[src/rtl/forward_hazard_unit.sv]
// ============================================================================
// Module   : forward_hazard_unit
// Purpose  : Data-forwarding select generation and load-use stall detection
//            for a classic five-stage pipeline. Tracks the EX and MEM stage
//            destination info internally and registers FwdA/FwdB so they
//            are valid throughout the cycle the consumer occupies EX.
// Options  : FWD_HAZARD_STATS_EN adds a saturating 16-bit StallCount output.
// Revision : 1.0 - initial release
// ============================================================================
`default_nettype none

module forward_hazard_unit (
  input  logic       Clk,
  input  logic       Reset,
  input  logic       ID_Valid,
  input  logic [4:0] ID_Rs,
  input  logic [4:0] ID_Rt,
  input  logic       ID_UsesRt,
  input  logic [4:0] ID_Rd,
  input  logic       ID_RegWrite,
  input  logic       ID_MemRead,
  input  logic       Flush,
  output logic [1:0] FwdA,
  output logic [1:0] FwdB,
  output logic       Stall
`ifdef FWD_HAZARD_STATS_EN
  ,output logic [15:0] StallCount
`endif
);

  localparam logic [1:0] C_SEL_RF  = 2'd0;
  localparam logic [1:0] C_SEL_EX  = 2'd1;
  localparam logic [1:0] C_SEL_MEM = 2'd2;

  // EX-stage tracking state
  logic       ex_valid_q,    ex_valid_d;
  logic [4:0] ex_rd_q,       ex_rd_d;
  logic       ex_regwrite_q, ex_regwrite_d;
  logic       ex_memread_q,  ex_memread_d;
  // MEM-stage tracking state
  logic       mem_valid_q,    mem_valid_d;
  logic [4:0] mem_rd_q,       mem_rd_d;
  logic       mem_regwrite_q, mem_regwrite_d;
  // Registered forwarding selects
  logic [1:0] fwda_q, fwda_d;
  logic [1:0] fwdb_q, fwdb_d;

  logic ex_writes, mem_writes;
  logic ex_wr_rs, ex_wr_rt, mem_wr_rs, mem_wr_rt;
  logic stall_w;
  logic advance;

  // Which older stage produces each of the ID operands, plus load-use detection
  always_comb begin
    ex_writes  = ex_valid_q  & ex_regwrite_q  & (ex_rd_q  != 5'd0);
    mem_writes = mem_valid_q & mem_regwrite_q & (mem_rd_q != 5'd0);
    ex_wr_rs   = ex_writes  & (ex_rd_q  == ID_Rs);
    ex_wr_rt   = ex_writes  & (ex_rd_q  == ID_Rt) & ID_UsesRt;
    mem_wr_rs  = mem_writes & (mem_rd_q == ID_Rs);
    mem_wr_rt  = mem_writes & (mem_rd_q == ID_Rt) & ID_UsesRt;
    // A load in EX cannot supply its data yet; hold ID for one cycle so the
    // value arrives via MEM/WB. Flush squashes ID, so no stall is needed.
    stall_w    = ID_Valid & ex_valid_q & ex_memread_q & (ex_rd_q != 5'd0) &
                 ((ex_rd_q == ID_Rs) | (ID_UsesRt & (ex_rd_q == ID_Rt))) &
                 ~Flush;
    // Only a real, unsquashed, unstalled instruction moves into EX.
    advance    = ID_Valid & ~Flush & ~stall_w;
  end

  // Next-state for the pipeline mirror and the forwarding selects
  always_comb begin
    ex_valid_d     = 1'b0;
    ex_rd_d        = 5'd0;
    ex_regwrite_d  = 1'b0;
    ex_memread_d   = 1'b0;
    fwda_d         = C_SEL_RF;
    fwdb_d         = C_SEL_RF;
    // MEM always takes the previous EX contents (including on stall/flush).
    mem_valid_d    = ex_valid_q;
    mem_rd_d       = ex_rd_q;
    mem_regwrite_d = ex_regwrite_q;
    if (advance) begin
      ex_valid_d    = 1'b1;
      ex_rd_d       = ID_Rd;
      ex_regwrite_d = ID_RegWrite;
      ex_memread_d  = ID_MemRead;
      // EX is the younger producer, so it wins over MEM.
      if (ex_wr_rs)       fwda_d = C_SEL_EX;
      else if (mem_wr_rs) fwda_d = C_SEL_MEM;
      if (ex_wr_rt)       fwdb_d = C_SEL_EX;
      else if (mem_wr_rt) fwdb_d = C_SEL_MEM;
    end
  end

  // State register with synchronous reset
  always_ff @(posedge Clk) begin
    if (Reset) begin
      ex_valid_q     <= 1'b0;
      ex_rd_q        <= 5'd0;
      ex_regwrite_q  <= 1'b0;
      ex_memread_q   <= 1'b0;
      mem_valid_q    <= 1'b0;
      mem_rd_q       <= 5'd0;
      mem_regwrite_q <= 1'b0;
      fwda_q         <= C_SEL_RF;
      fwdb_q         <= C_SEL_RF;
    end else begin
      ex_valid_q     <= ex_valid_d;
      ex_rd_q        <= ex_rd_d;
      ex_regwrite_q  <= ex_regwrite_d;
      ex_memread_q   <= ex_memread_d;
      mem_valid_q    <= mem_valid_d;
      mem_rd_q       <= mem_rd_d;
      mem_regwrite_q <= mem_regwrite_d;
      fwda_q         <= fwda_d;
      fwdb_q         <= fwdb_d;
    end
  end

  assign FwdA  = fwda_q;
  assign FwdB  = fwdb_q;
  assign Stall = stall_w;

`ifdef FWD_HAZARD_STATS_EN
  logic [15:0] stall_cnt_q, stall_cnt_d;

  // Saturating count of stall cycles
  always_comb begin
    stall_cnt_d = stall_cnt_q;
    if (stall_w && (stall_cnt_q != 16'hFFFF)) stall_cnt_d = stall_cnt_q + 16'd1;
  end

  // Counter register, cleared by reset
  always_ff @(posedge Clk) begin
    if (Reset) stall_cnt_q <= 16'd0;
    else       stall_cnt_q <= stall_cnt_d;
  end

  assign StallCount = stall_cnt_q;
`endif

endmodule

`default_nettype wire

[config.mk]
export PLATFORM = sky130hd
export DESIGN_NAME = forward_hazard_unit
export DESIGN_NICKNAME = d
export VERILOG_FILES = /design/src/rtl/forward_hazard_unit.sv
export SDC_FILE = /design/constraint.sdc
export NUM_CORES = 1
export LEC_CHECK = 0
export ABC_AREA = 1
export CORE_MARGIN = 2
export CORE_UTILIZATION = 50
export DETAILED_ROUTE_END_ITERATION = 7
export PLACE_DENSITY_LB_ADDON = 0.1
export SLEW_MARGIN = 20
export SYNTH_ARGS = -nofsm -noshare
export SYNTH_HDL_FRONTEND = slang
export SYNTH_SLANG_ARGS = --single-unit
[constraint.sdc]
create_clock -name Clk -period 2.6 [get_ports Clk]
set_clock_uncertainty 0.15 [all_clocks]
set_input_delay 0.39 -clock Clk [delete_from_list [all_inputs] [get_ports Clk]]
set_output_delay 0.39 -clock Clk [all_outputs]
set_load 0.02 [all_outputs]
==> run summary <==
Outcome - completed
CTS tree - done
Synth Area in Compound Gates - 1.53%
Drt first pass iters - 4
Slew headroom - 77.0%
CP max stage delay - 530 ps
Hold WC Path Type - reg -> reg
Vias in the first global route - 920
Final hold vios - 0
Synthesized area per cell - 6.19 sq um
Vias/cell - 4.43
Fmax - 452 MHz
Peak VDD IR - 0.289 mV
H-Tree Depth - 1
# nets final - 210
Fin area - 0.00128 sq mm
Number of flops mapped to enable cells by yosys - 0
Port-buffer cells - 26
Mux cell area share after synthesis - 0%
Post-Synth Simple-Gate Area - 41.2%
Post-synth net total - 181
Initial antenna violation count - 0
Seq/Total Area, Yosys - 38.7%
# fillers - 188
Core Footprint - 0.00190 sq mm
Most frequent cell after synthesis - nand2_1
RSZ-0062 raised after global routing - no
Post-synth top area share - 38.7%
Routed wire length - 2040 um
Die Span Y - 48.4 um
CP max stage cell - clkdlybuf4s50_1
Crit path buf inv count - 4
Async SR Flop Fraction - 0%
Top area cells in the synthesized netlist - dfxtp_1, nand2_1, nor2_1, inv_1, nand3_1
Synthesized area - 983 sq um
Post-DP HPWL - 1690 um
DR iter-0 viols - 23
Num CTS Buffers - 3
Hold path depth - 2
Crit Path Max Fanout - 3
Horiz. Die Dim - 48.4 um
Initial Utilization - 51.7%
Main combinational cell family by area after synthesis - simple AND/OR/NAND/NOR gates
CP required - 2060 ps
Fin. max-slew vios - 0
Ys flop type - dfxtp_1
Clock-pin transition on the worst setup and hold timing paths - 110 ps
Die Area - 0.00234 sq mm
Residual DRC - 0
CP arrival - 1670 ps
Max-cap violations - 0
First-pass GRT wire length - 3640 um
CP Class - in -> out
Synth Area in Adders - 0%
CTS sink cnt - 19
Max clock buf depth - 2
DR WL/cell - 9.55 um
Setup TNS - 0 ps
Cell Pwr Density - 420 mW/mm^2
GP Congestion - 0.871
Delay-heaviest family, CP - buffers and inverters
Synth Warn # - 0
Tcrit/Tclk final - 85.2%
Worst-margin pin slew - 344 ps
Clock Latency Late Sink - 300 ps
Cell accounting for the most synthesized area - dfxtp_1
Synth cell types - 18
Pin count of the biggest net entering global routing - 13
Routed Antenna Nets - 0
Top cells by count, synth - nand2_1, nor2_1, inv_1
Share of cells above drive strength 1 - 4.81%
Area Growth Syn to Fin - 30.7%
Fin crit period - 2210 ps
Total grt overflow - 0
Reg2reg path depth - 9
WP depth - 10
Mapped Cells - 159
CP dominant cell by count - nand2_1
Setup crit start kind - primary input
Leak - 0.665 nW
Synth Area in XOR/XNOR - 4.45%
Setup Viol. Count Final - 0
Crit path cell chain - clkdlybuf4s50_1, inv_1, nand2_1, nand2_1, nor2_1, nand3_1, nand2_1, nand2_2, inv_1, dlymetal6s2s_1
Antenna Cells - 0
Worst Setup End Kind - output port
Site Rows - 16
Yosys reg bits - 19
Placed cell areas - 0.00125 sq mm
GR Util All Layers - 19.6%
Detailed-route via count - 948
Io pins - 27
Root buffer cell - clkbuf_4
[layout make-up]
class / instances / area [sq um] / share of cell area, %
Clock buffer: 3 / 22.5 / 1.75
Clock inverter: 1 / 5.00 / 0.389
Inverter: 31 / 116 / 9.06
Multi-Input combinational cell: 107 / 464 / 36.1
Sequential cell: 19 / 380 / 29.6
Tap cell: 27 / 33.8 / 2.63
Timing Repair Buffer: 26 / 263 / 20.4
[where the power goes]
group	internal (mW)	switching, mW	leakage (nW)	total, mW
logic	0.0464	0.0418	0.494	0.0882
clock network	0.0573	0.0945	0.0177	0.152
registers	0.296	0.00366	0.154	0.300
total	0.400	0.140	0.665	0.540
[flip-flops by register name, summed over array words and instances, names as in the netlist]
name	flops
FwdA	2
FwdB	2
ex_memread_q	1
ex_rd_q	5
ex_regwrite_q	1
ex_valid_q	1
mem_rd_q	5
mem_regwrite_q	1
mem_valid_q	1
[per-stage QoR]
stage / hold WS [ps] / util [%] / total power, mW / instances / worst slack, ps
global placement: 265 / 66.0 / 0.392 / 210 / 21.8
global route: 303 / 67.6 / 0.571 / 214 / 243
CTS: 288 / 67.4 / 0.543 / 214 / 4.49
finish: 280 / 67.6 / 0.540 / 214 / 386
floorplan: 253 / - / 0.351 / 159 / 1120
detailed placement: 278 / 66.0 / 0.394 / 210 / 17.5
[layer usage]
layer | GRT usage, % | vias up | share of wire, %
met5 | 0 | - | 0
met4 | 5.71 | 0 | 0.49
met3 | 3.70 | 2 | 7.0
met2 | 35.2 | 28 | 47
met1 | 23.7 | 398 | 45
li1 | - | 520 | -
[path summary, 6_finish.rpt]
path	from	endpoint	slack, ps
worst min-delay path	ex_regwrite_q	mem_regwrite_q	280
worst max-delay path	ID_Rt[1]	Stall	390
worst min register to register	ex_regwrite_q	mem_regwrite_q	280
worst max register to register	ex_rd_q[0]	FwdB[0]	1150
[tightest hold or removal path, stage by stage, from the launching register on]
cell and delay (ps):
dfxtp_1 320, inv_1 50, nor2_1 30
[repair_timing]
action	CTS	global route
endpoints found under the setup margin	0	1
buffers inserted	0	0
hold buffers	0	0
gates resized for setup	0	1
[cell usage in the layout, fill, tap and decap left out]
master           netlist  routed
a21oi_1                1       1
and3_2                 1       1
clkbuf_4               0       3
clkdlybuf4s50_1        0      25
clkinv_2               0       1
dfxtp_1               19      19
dlymetal6s2s_1         0       1
inv_1                 30      30
inv_2                  1       1
nand2_1               48      48
nand2_2                2       2
nand3_1                7       7
nand4_1                2       2
nor2_1                34      34
nor2_2                 1       1
nor2b_1                1       1
nor3_1                 2       2
nor3b_1                1       1
o21ai_0                2       2
xnor2_1                2       2
xor2_1                 3       3
[logic make-up after synthesis]
family                 Yosys count
flip-flops                      19
buffers and inverters           33
AO/OA/AOI/OAI                    3
AND/OR/NAND/NOR                 99
XOR/XNOR                         5
Note: power is estimated with default switching activity, not from simulation.
